**src/rtl/elevator_pkg.sv**
```systemverilog
// Shared types, floor codes and request-scan helpers for the elevator controller.
package elevator_pkg;

  localparam int MAX_FLOORS = 4;

  typedef logic [1:0] floor_t;
  typedef logic [MAX_FLOORS-1:0] req_vec_t;

  typedef enum logic [1:0] {
    IDLE,
    MOVE_UP,
    MOVE_DOWN,
    DOOR_OPEN
  } state_e;

  typedef enum logic {
    UP,
    DOWN
  } dir_e;

  localparam floor_t FLOOR_1 = 2'b00;
  localparam floor_t FLOOR_2 = 2'b01;
  localparam floor_t FLOOR_3 = 2'b10;

  // Requests are zero-extended to MAX_FLOORS so one helper serves every build size.
  function automatic logic req_above(req_vec_t req, floor_t floor);
    logic hit;
    hit = 1'b0;
    for (int i = 0; i < MAX_FLOORS; i++) begin
      if (req[i] && (i > int'(floor))) hit = 1'b1;
    end
    return hit;
  endfunction

  function automatic logic req_below(req_vec_t req, floor_t floor);
    logic hit;
    hit = 1'b0;
    for (int i = 0; i < MAX_FLOORS; i++) begin
      if (req[i] && (i < int'(floor))) hit = 1'b1;
    end
    return hit;
  endfunction

endpackage

```
**src/rtl/elevator_ctrl_if.sv**
```systemverilog
// Request/status bundle between the elevator controller and its surroundings.
// The obstruction sensor only exists when ELEV_OBSTRUCTION_EN is defined.
interface elevator_ctrl_if
  import elevator_pkg::*;
#(
  parameter int NUM_FLOORS = 3
) ();
  logic [NUM_FLOORS-1:0] call_btn;
`ifdef ELEV_OBSTRUCTION_EN
  logic                  obstruction;
`endif
  floor_t                floor_idx;
  logic [NUM_FLOORS-1:0] pending;
  logic                  motor_up;
  logic                  motor_down;
  logic                  door_open;
  logic                  busy;

`ifdef ELEV_OBSTRUCTION_EN
  modport master (
    output call_btn, obstruction,
    input  floor_idx, pending, motor_up, motor_down, door_open, busy
  );
  modport slave (
    input  call_btn, obstruction,
    output floor_idx, pending, motor_up, motor_down, door_open, busy
  );
`else
  modport master (
    output call_btn,
    input  floor_idx, pending, motor_up, motor_down, door_open, busy
  );
  modport slave (
    input  call_btn,
    output floor_idx, pending, motor_up, motor_down, door_open, busy
  );
`endif

endinterface

```
**src/rtl/elev_timer.sv**
```systemverilog
// Phase timer shared by travel and door dwell: counts 0..last, wraps to 0 after last.
// clr forces zero, en low holds the count, tc flags the final count of the phase.
module elev_timer #(
  parameter int WIDTH = 2
) (
  input  logic             clk,
  input  logic             rst_n,
  input  logic             clr,
  input  logic             en,
  input  logic [WIDTH-1:0] last,
  output logic             tc
);
  logic [WIDTH-1:0] count_q;
  logic [WIDTH-1:0] count_d;

  assign tc = (count_q == last);

  always_comb begin
    count_d = count_q;
    if (clr) begin
      count_d = '0;
    end else if (en) begin
      count_d = tc ? '0 : count_q + WIDTH'(1);
    end
  end

  always_ff @(posedge clk or negedge rst_n) begin
    if (!rst_n) begin
      count_q <= '0;
    end else begin
      count_q <= count_d;
    end
  end

endmodule

```
**src/rtl/elevator_ctrl.sv**
```systemverilog
// SCAN-scheduled elevator controller: latches calls, picks direction, times travel and door dwell.
// Define ELEV_OBSTRUCTION_EN to add an obstruction input that holds the door open.
module elevator_ctrl
  import elevator_pkg::*;
#(
  parameter int NUM_FLOORS    = 3,
  parameter int TRAVEL_CYCLES = 50_000_000,
  parameter int DOOR_CYCLES   = 100_000_000
) (
  input  logic           clk,
  input  logic           rst_n,
  elevator_ctrl_if.slave bus
);
  localparam int TMR_MAX = (TRAVEL_CYCLES > DOOR_CYCLES) ? TRAVEL_CYCLES : DOOR_CYCLES;
  localparam int TMR_W   = $clog2(TMR_MAX);
  localparam logic [TMR_W-1:0] TRAVEL_LAST = TMR_W'(TRAVEL_CYCLES - 1);
  localparam logic [TMR_W-1:0] DOOR_LAST   = TMR_W'(DOOR_CYCLES - 1);
  localparam floor_t TOP_FLOOR = floor_t'(NUM_FLOORS - 1);

  state_e                state_q, state_d;
  dir_e                  dir_q, dir_d;
  floor_t                floor_q, floor_d;
  logic [NUM_FLOORS-1:0] pending_q, pending_d;
  logic [NUM_FLOORS-1:0] call_q, call_d;
  logic                  motor_up_q, motor_up_d;
  logic                  motor_down_q, motor_down_d;
  logic                  door_open_q, door_open_d;
  logic                  busy_q, busy_d;

  req_vec_t              call_ext, callq_ext, pend_ext;
  logic [NUM_FLOORS-1:0] set_mask, clr_mask;
  logic                  door_hold;
  logic                  tmr_clr, tmr_en, tmr_tc;
  logic [TMR_W-1:0]      tmr_last;

  always_comb begin
    call_ext  = '0;
    callq_ext = '0;
    pend_ext  = '0;
    call_ext[NUM_FLOORS-1:0]  = bus.call_btn;
    callq_ext[NUM_FLOORS-1:0] = call_q;
    pend_ext[NUM_FLOORS-1:0]  = pending_q;
  end

`ifdef ELEV_OBSTRUCTION_EN
  assign door_hold = call_ext[floor_q] | bus.obstruction;
`else
  assign door_hold = call_ext[floor_q];
`endif

  always_comb begin
    state_d  = state_q;
    dir_d    = dir_q;
    floor_d  = floor_q;
    call_d   = bus.call_btn;
    clr_mask = '0;
    set_mask = bus.call_btn;
    tmr_clr  = 1'b0;
    tmr_en   = (state_q != IDLE);
    tmr_last = (state_q == DOOR_OPEN) ? DOOR_LAST : TRAVEL_LAST;

    // A call at the floor the cabin is standing at is served by the door, not latched.
    if ((state_q == IDLE) || (state_q == DOOR_OPEN)) begin
      set_mask[floor_q] = 1'b0;
    end

    unique case (state_q)
      IDLE: begin
        tmr_clr = 1'b1;
        if (callq_ext[floor_q] || pend_ext[floor_q]) begin
          state_d           = DOOR_OPEN;
          clr_mask[floor_q] = 1'b1;
        end else if (req_above(pend_ext, floor_q) && req_below(pend_ext, floor_q)) begin
          state_d = (dir_q == UP) ? MOVE_UP : MOVE_DOWN;
        end else if (req_above(pend_ext, floor_q)) begin
          state_d = MOVE_UP;
          dir_d   = UP;
        end else if (req_below(pend_ext, floor_q)) begin
          state_d = MOVE_DOWN;
          dir_d   = DOWN;
        end
      end

      MOVE_UP: begin
        if (tmr_tc) begin
          if (floor_q < TOP_FLOOR) begin
            floor_d = floor_q + 2'd1;
            if (pend_ext[floor_d]) begin
              state_d           = DOOR_OPEN;
              clr_mask[floor_d] = 1'b1;
            end else if (!req_above(pend_ext, floor_d)) begin
              state_d = IDLE;
            end
          end else begin
            state_d = IDLE;
          end
        end
      end

      MOVE_DOWN: begin
        if (tmr_tc) begin
          if (floor_q != FLOOR_1) begin
            floor_d = floor_q - 2'd1;
            if (pend_ext[floor_d]) begin
              state_d           = DOOR_OPEN;
              clr_mask[floor_d] = 1'b1;
            end else if (!req_below(pend_ext, floor_d)) begin
              state_d = IDLE;
            end
          end else begin
            state_d = IDLE;
          end
        end
      end

      DOOR_OPEN: begin
        if (door_hold) begin
          tmr_clr = 1'b1;
        end else if (tmr_tc) begin
          state_d = IDLE;
        end
      end

      default: state_d = IDLE;
    endcase

    pending_d    = (pending_q | set_mask) & ~clr_mask;
    motor_up_d   = (state_d == MOVE_UP);
    motor_down_d = (state_d == MOVE_DOWN);
    door_open_d  = (state_d == DOOR_OPEN);
    busy_d       = (state_d != IDLE);
  end

  always_ff @(posedge clk or negedge rst_n) begin
    if (!rst_n) begin
      state_q      <= IDLE;
      dir_q        <= UP;
      floor_q      <= FLOOR_1;
      pending_q    <= '0;
      call_q       <= '0;
      motor_up_q   <= 1'b0;
      motor_down_q <= 1'b0;
      door_open_q  <= 1'b0;
      busy_q       <= 1'b0;
    end else begin
      state_q      <= state_d;
      dir_q        <= dir_d;
      floor_q      <= floor_d;
      pending_q    <= pending_d;
      call_q       <= call_d;
      motor_up_q   <= motor_up_d;
      motor_down_q <= motor_down_d;
      door_open_q  <= door_open_d;
      busy_q       <= busy_d;
    end
  end

  elev_timer #(
    .WIDTH (TMR_W)
  ) u_timer (
    .clk   (clk),
    .rst_n (rst_n),
    .clr   (tmr_clr),
    .en    (tmr_en),
    .last  (tmr_last),
    .tc    (tmr_tc)
  );

  assign bus.floor_idx  = floor_q;
  assign bus.pending    = pending_q;
  assign bus.motor_up   = motor_up_q;
  assign bus.motor_down = motor_down_q;
  assign bus.door_open  = door_open_q;
  assign bus.busy       = busy_q;

endmodule

```
**src/flat_wrapper.sv**
```systemverilog
// flat-port wrapper written by rule: the top's interface ports become plain ports
module elevator_ctrl_flat import elevator_pkg::*;
#(
  parameter int NUM_FLOORS    = 3,
  parameter int TRAVEL_CYCLES = 50_000_000,
  parameter int DOOR_CYCLES   = 100_000_000
)
  (clk, rst_n, bus_call_btn, bus_floor_idx, bus_pending, bus_motor_up, bus_motor_down, bus_door_open, bus_busy);
  elevator_ctrl_if #(.NUM_FLOORS(NUM_FLOORS)) bus_i ();
  input  logic clk;
  input  logic rst_n;
  input wire logic [$bits(bus_i.call_btn)-1:0] bus_call_btn;
  output wire logic [$bits(bus_i.floor_idx)-1:0] bus_floor_idx;
  output wire logic [$bits(bus_i.pending)-1:0] bus_pending;
  output wire logic [$bits(bus_i.motor_up)-1:0] bus_motor_up;
  output wire logic [$bits(bus_i.motor_down)-1:0] bus_motor_down;
  output wire logic [$bits(bus_i.door_open)-1:0] bus_door_open;
  output wire logic [$bits(bus_i.busy)-1:0] bus_busy;
  assign bus_i.call_btn = bus_call_btn;
  assign bus_floor_idx = bus_i.floor_idx;
  assign bus_pending = bus_i.pending;
  assign bus_motor_up = bus_i.motor_up;
  assign bus_motor_down = bus_i.motor_down;
  assign bus_door_open = bus_i.door_open;
  assign bus_busy = bus_i.busy;
  elevator_ctrl #(.NUM_FLOORS(NUM_FLOORS), .TRAVEL_CYCLES(TRAVEL_CYCLES), .DOOR_CYCLES(DOOR_CYCLES)) u_core (.clk(clk), .rst_n(rst_n), .bus(bus_i));
endmodule
```
**config.mk**
```make
export PLATFORM = sky130hd
export DESIGN_NAME = elevator_ctrl_flat
export DESIGN_NICKNAME = d
export VERILOG_FILES = /design/src/rtl/elevator_pkg.sv /design/src/rtl/elevator_ctrl_if.sv /design/src/rtl/elev_timer.sv /design/src/rtl/elevator_ctrl.sv /design/src/flat_wrapper.sv
export SDC_FILE = /design/constraint.sdc
export NUM_CORES = 1
export LEC_CHECK = 0
export BUFFER_PORTS_ARGS = -buffer_cell sky130_fd_sc_hd__buf_2
export CAP_MARGIN = 20
export CORE_UTILIZATION = 46
export DETAILED_ROUTE_END_ITERATION = 12
export GPL_ROUTABILITY_DRIVEN = 0
export SLEW_MARGIN = 30
export SYNTH_ARGS = -nofsm -noshare
export SYNTH_HDL_FRONTEND = slang
export SYNTH_HIERARCHICAL = 1
export SYNTH_SLANG_ARGS = --single-unit
```
**constraint.sdc**
```tcl
create_clock -name clk -period 4.13 [get_ports clk]
set_input_delay 0.413 -clock clk [delete_from_list [all_inputs] [get_ports clk]]
set_output_delay 0.413 -clock clk [all_outputs]
set_load 0.05 [all_outputs]
```
==> run metrics, run 1 <==
VDD IR-drop max=0.3124 mV; Final Skew=0.009379 ns; Period minus WS final=3.464 ns; crit end category=flop; vias per cell=5.354; post-CTS setup buffers=0; via count=2163; top post-synthesis cells by area=dfrtp_1, xnor2_1, xor2_1, nor2_1, ha_1; global route overflow=0; I/O Buffers=13; # hold bufs at CTS=0; Post-Layout Cell Count=404; Crit path max-delay family=simple AND/OR/NAND/NOR gates; Max clock buf depth=2; RSZ-0062 raised after global routing=no; CP max stage cell=dfrtp_1; Worst EP required=4.36 ns; Final Max Tran Viols=0; CTS Buf Count=5; share of cells above drive strength 1=10.84%; Worst-Skew Late Latency=0.30 ns; post-layout instance area=3032 um^2; Psw=0.6327 mW; Worst R2R Start=u_core/state_q[1]; Cells after Synth=303; Core Area=5675 um^2; global-route usage over all layers=19.78%; GR Util met2=30.68%; sequential cell area=1051 um^2; CTS Sinks=42; HP Class=input port to async pin; Ports=14; final wirelength=5723 um; total power=1.454 mW; Die Area=6358 um^2; fill count=525; GRT met3 Usage=3.086%; Slew HR=43.99%; Layout area overhead=9.046%; register area share after synthesis=37.80%; final setup fails=0; multi-input logic area=1647 um^2; Int Pwr=0.8216 mW; num rows=27; final hold vios=0; Root Buffer=clkbuf_8; Final ANT Viol Nets=0; DP Wirelength=4009 um; CTS tree=yes; outcome=finished, final reports clean; Power Dens Cells=479.7 nW/um^2; vias in the first global route=2103; DRC violations left=0; Post-synth EDFFs=0; Initial Util=48.99%; Die H=79.74 um; crit path cell chain=ha_1, inv_1, xor2_1, nor4_1, nand4_1, nor3_1, buf_4, inv_1, a221o_1, a22oi_1, nor2_1, o41ai_4, nor2b_1; Net Sw Frac=43.51%; final period utilization=83.88%; Worst-Margin Slew=0.8373 ns; number of max-cap violations=0; Critical Path Max Stage Delay=0.43 ns; Post-synth ARST share=100.0%; largest area contributor in the netlist=dfrtp_1; largest net degree at the start of global routing=43; combinational share of power=45.0%; setup TNS after final layout=0 ns; die width=79.74 um; Min Hold Slack=0.08631 ns; Post-DP Area=2945 um^2; top_reg_cell synth=dfrtp_1; antenna violations before repair=0; H-tree Lvls=2; drt pass-1 iters=7; #FFs+latches synth=42; most frequent cells in the layout=nor2_1, dfrtp_1, xnor2_1, xor2_1, inv_1; commonest non-fill, non-tap cell in the layout=nor2_1; mean post-synth cell area=9.175 um^2; global-route wire length before repair=9694 um; Top Usage Layer GRT=met2; class of the most critical setup path=flop to flop; sequential share of power=36.8%; Leakage Power=1.345 nW; crit path from=u_core/state_q[1]; Max Freq=288.7 MHz; Syn Std Cell Area=2780 um^2; Netlist cell types=51; Max FO, Critical Path=9; Antenna diodes=0; crit start category=flop; DRT iter0 DRCs=247; met1 usage in global routing=27.92%; Worst Path Arrival=3.69 ns; PostCTS Resize Cnt=0; total number of yosys warnings=6; Reg clk slew, reported paths=0.08 ns; Top cell by count, worst path=inv_1; WL/cell=14.17 um; Nets=348; Yosys top cell area share=37.80%; worst path buffer plus inverter count=3; clock share of power=18.3%; cell total after placement=396
-- worst paths after layout --
path                                    endpoint  slack, ns  cells past startpoint
min in group clk                u_core/call_q[0]       0.25                      1
max in group asynchronous  u_core/bus.pending[2]       3.66                      1
hold / removal               u_core/bus.motor_up       0.09                      1
setup / recovery           u_core/bus.motor_down       0.67                     13
setup reg to reg           u_core/bus.motor_down       0.67                     13
hold reg to reg                     u_core/dir_q       0.56                      2
-- cell usage after synthesis, types with 4 or more instances --
cell,n
a21oi_1,9
a222oi_1,4
dfrtp_1,42
ha_1,12
inv_1,19
nand2_1,15
nand3_1,10
nand4_1,6
nor2_1,43
nor3_1,14
nor4_1,9
o21ai_0,6
xnor2_1,26
xor2_1,26
-- cell type report --
type / instances / share of cell area, %
Clock buffer: 6 / 2.394
Clock inverter: 2 / 0.4540
Inverter: 20 / 2.476
Multi-Input combinational cell: 247 / 54.31
Sequential cell: 42 / 34.67
Tap cell: 72 / 2.972
Timing Repair Buffer: 15 / 2.724
-- through the flow --
stage | setup WS [ns] | util [%]
global placement | 0.8405 | 51.85
finish | 0.6659 | 53.42
global route | 0.3472 | 53.42
floorplan | 0.7852 | -
detailed placement | 0.7011 | 51.90
CTS | 0.6666 | 53.42
-- routing by layer --
layer	part of all wire [%]	up-vias	routed length [um]
met5	0	-	0
met4	1.3	0	72
met3	3.4	7	195
met2	44	44	2507
met1	52	1035	2948
li1	-	1077	-
-- registers in the layout, indices dropped and copies added, names as in the netlist --
name                    count
u_core/state_q              2
u_core/bus.motor_down       1
u_core/u_timer/count_q     27
u_core/bus.door_open        1
u_core/call_q               3
u_core/dir_q                1
u_core/bus.motor_up         1
u_core/bus.busy             1
u_core/bus.pending          3
u_core/bus.floor_idx        2
-- power by group through the flow --
stage	Clock, mW	Sequential, mW	Combinational, mW
2_1_floorplan	0	0.601	0.469
3_3_place_gp	0	0.542	0.650
5_1_grt	0.291	0.543	0.716
4_1_cts	0.273	0.535	0.655
3_5_place_dp	0	0.544	0.651
6_report	0.266	0.535	0.654
-- kinds of logic (layout without fill, tap and decap cells) --
logic type	Yosys count	after routing	synth area share (%)
simple gates	120	120	21.33
xor+xnor	52	52	16.38
flops	42	42	37.80
compound gates	41	41	11.97
buf+inv	30	43	5.130
fa+ha+maj	12	12	5.400
mux	4	4	1.710
other cells	2	18	0.2701
Power figures use the tool's default switching activity.
==> inputs of run 2 (changes only) <==
Settings changed: ABC_AREA set to 1.
Clock period 4.13 ns to 3 ns, I/O delays scaled along.
==> run 2 against run 1 <==
  * Die area is 23% higher
  * Critical path type unchanged
  * Global-route usage is 1.6 points higher
  * Core utilization is 1.4 points lower
  * Fmax is 34% higher
  * Clock skew hardly changed
  * Via count is 32% higher
  * Synthesized area is 23% higher
  * Clock power is 48% higher
  * The run now ends with negative hold slack left
  * Sequential cell count stayed put
  * Critical path depth is 2 higher
  * Power is 120% higher
==> run metrics, run 2 <==
outcome=finished with violations (was finished, final reports clean); failing checks=negative hold slack; antenna violations before repair=0 (unchanged); Die Area=7810 um^2 (was 6358 um^2); Root Buffer=clkbuf_8 (unchanged); setup TNS after final layout=0 ns (unchanged); DP Wirelength=5719 um (was 4009 um); via count=2865 (was 2163); commonest non-fill, non-tap cell in the layout=nand2_1 (was nor2_1); fill count=759 (was 525); Yosys top cell area share=30.62% (was 37.80%); mean post-synth cell area=7.445 um^2 (was 9.175 um^2); class of the most critical setup path=flop to flop (unchanged); R2R setup slack=0.41 ns (was 0.67 ns); largest area contributor in the netlist=dfrtp_1 (unchanged); Max Freq=385.8 MHz (was 288.7 MHz); final hold vios=22 (was 0); Cells after Synth=461 (was 303); Worst-Skew Late Latency=0.30 ns (about the same); Slew HR=62.37% (was 43.99%); Worst Path Arrival=2.83 ns (was 3.69 ns); Netlist cell types=37 (was 51); CTS Sinks=42 (unchanged); DRC violations left=0 (unchanged); DRT iter0 DRCs=113 (was 247); Post-Layout Cell Count=599 (was 404); # hold bufs at CTS=0 (unchanged); final setup fails=0 (unchanged); total power=3.136 mW (was 1.454 mW); crit end category=flop (unchanged); global-route wire length before repair=12840 um (was 9694 um); I/O Buffers=13 (unchanged); die width=88.38 um (was 79.74 um); Nets=516 (was 348); number of max-cap violations=0 (unchanged); global route overflow=0 (unchanged); Initial Util=47.57% (was 48.99%); vias per cell=4.783 (was 5.354); Final Skew=0.009434 ns (was 0.009379 ns); final wirelength=7506 um (was 5723 um); Worst EP required=3.23 ns (was 4.36 ns); register area share after synthesis=30.62% (was 37.80%); share of cells above drive strength 1=20.00% (was 10.84%); Layout area overhead=9.296% (was 9.046%); Top reg by flops=u_core/u_timer/count_q (unchanged); Min Hold Slack=-0.009211 ns (was 0.08631 ns); Final Max Tran Viols=0 (unchanged); top-count cell post-synth=nand2_1 (was nor2_1); WL/cell=12.53 um (was 14.17 um); Leakage Power=1.792 nW (was 1.345 nW); drt pass-1 iters=5 (was 7); H-tree Lvls=2 (unchanged); top_reg_cell synth=dfrtp_1 (unchanged); Post-synth EDFFs=0 (unchanged); HP Class=input port to async pin (unchanged); largest net degree at the start of global routing=43 (unchanged); Worst-Margin Slew=0.5644 ns (was 0.8373 ns); Ports=14 (unchanged); Syn Std Cell Area=3432 um^2 (was 2780 um^2); Largest register FFs=27 (unchanged); Power Dens Cells=836.1 nW/um^2 (was 479.7 nW/um^2); CTS Buf Count=5 (unchanged); Post-synth top cells=nand2_1, inv_1, dfrtp_1 (was nor2_1, dfrtp_1, xnor2_1, xor2_1, inv_1); CTS tree=yes (unchanged); #FFs+latches synth=42 (unchanged); final period utilization=86.39% (was 83.88%); Die H=88.38 um (was 79.74 um); num rows=31 (was 27); Reg clk slew, reported paths=0.08 ns (about the same); Antenna diodes=0 (unchanged); Core Area=7214 um^2 (was 5675 um^2); top post-synthesis cells by area=dfrtp_1, nand2_1, a21oi_2, inv_1, xnor2_1 (was dfrtp_1, xnor2_1, xor2_1, nor2_1, ha_1); Final ANT Viol Nets=0 (unchanged); RSZ-0062 raised after global routing=no (unchanged); Period minus WS final=2.592 ns (was 3.464 ns); Max clock buf depth=2 (unchanged); vias in the first global route=2722 (was 2103); total number of yosys warnings=6 (unchanged); cell total after placement=591 (was 396); most frequent cells in the layout=nand2_1, inv_1, dfrtp_1, nor2_1, nand3_1 (was nor2_1, dfrtp_1, xnor2_1, xor2_1, inv_1); VDD IR-drop max=0.6427 mV (was 0.3124 mV); global-route usage over all layers=21.38% (was 19.78%); crit start category=flop (unchanged); Post-synth ARST share=100.0% (unchanged); Max FO, Critical Path=9 (unchanged); final core utilization=51.99% (was 53.42%)
[run 2: cell types whose count changed after synthesis, sizes merged, moves of 8 or more]
cell | previous run | this run
nand2 | 15 | 155
nand3 | 10 | 39
nor4 | 9 | 1
inv | 20 | 56
a21oi | 10 | 35
xor2 | 26 | 16
[run 2: cell type report]
type,count,area [um^2],area share [%]
inverter,56,212.7,5.670
tap,99,123.9,3.302
sequential,42,1051,28.02
timing repair buffer,17,97.59,2.602
clock inverter,1,5.005,0.1334
clock buffer,7,86.33,2.302
multi-input combinational,377,2175,57.97
[run 2: final timing paths]
check,cells after the start,startpoint,end
worst max-delay path,15,u_core/state_q[1],u_core/bus.motor_up
worst min-delay path,1,rst_n,u_core/u_timer/count_q[12]
worst max register to register,15,u_core/state_q[1],u_core/bus.motor_up
worst min register to register,2,u_core/dir_q,u_core/dir_q
max in group asynchronous,1,rst_n,u_core/u_timer/count_q[23]
min in group clk,1,bus_call_btn[0],u_core/call_q[0]
[run 2: report_power, final]
| part | leakage [nW] | switching, mW | internal (mW) | total, mW |
|---|---|---|---|---|
| clock network | 0.0482 | 0.207 | 0.186 | 0.394 |
| registers | 0.539 | 0.162 | 0.674 | 0.836 |
| logic | 1.20 | 1.33 | 0.577 | 1.91 |
[run 2: worst max-delay path, cell delays in order, from the launching register on]
cell and delay, ns:
dfrtp_1 0.51, ha_1 0.31, buf_4 0.20, xnor2_1 0.13, nand2_1 0.07, nor2_1 0.09, nand2_1 0.08, nor2_2 0.13
nand2_4 0.10, inv_1 0.24, nand3_1 0.17, a21oi_1 0.20, nand3_2 0.11, nand2_4 0.09, inv_2 0.04, nor2_2 0.06
[run 2: cell families (layout without fill, tap and decap cells)]
family          Yosys count  in the layout  share of synthesized area [%]
other cells               2             23                         0.2188
flops                    42             42                          30.62
simple gates            261            261                          37.84
fa+ha+maj                12             12                          4.375
compound gates           46             46                          9.333
buf+inv                  63             81                          8.458
xor+xnor                 35             35                          9.151
[run 2: routing by layer]
| layer | vias to the layer above | share of wire (%) | track usage, % |
|---|---|---|---|
| met4 | 0 | 2.0 | 6.891 |
| met2 | 40 | 49 | 37.41 |
| met1 | 1319 | 46 | 27.00 |
| li1 | 1493 | - | - |
| met3 | 13 | 2.7 | 3.265 |
| met5 | - | 0 | 0 |
[run 2: repair_timing]
action	4_1_cts	5_1_grt
gates resized for setup	0	1
setup buffers	0	0
endpoints found under the setup margin	0	1
[run 2: metrics by stage]
| stage | hold slack [ns] | instance area (um^2) | setup WS [ns] |
|---|---|---|---|
| 2_1_floorplan | 0.004409 | 3511 | 0.5703 |
| 3_3_place_gp | 0.4360 | 3652 | 0.3795 |
| 3_5_place_dp | 0.3431 | 3655 | 0.3648 |
| 4_1_cts | 0.01214 | 3746 | 0.3407 |
| 5_1_grt | 0.03240 | 3751 | 0.08388 |
| 6_report | -0.009211 | 3751 | 0.4083 |
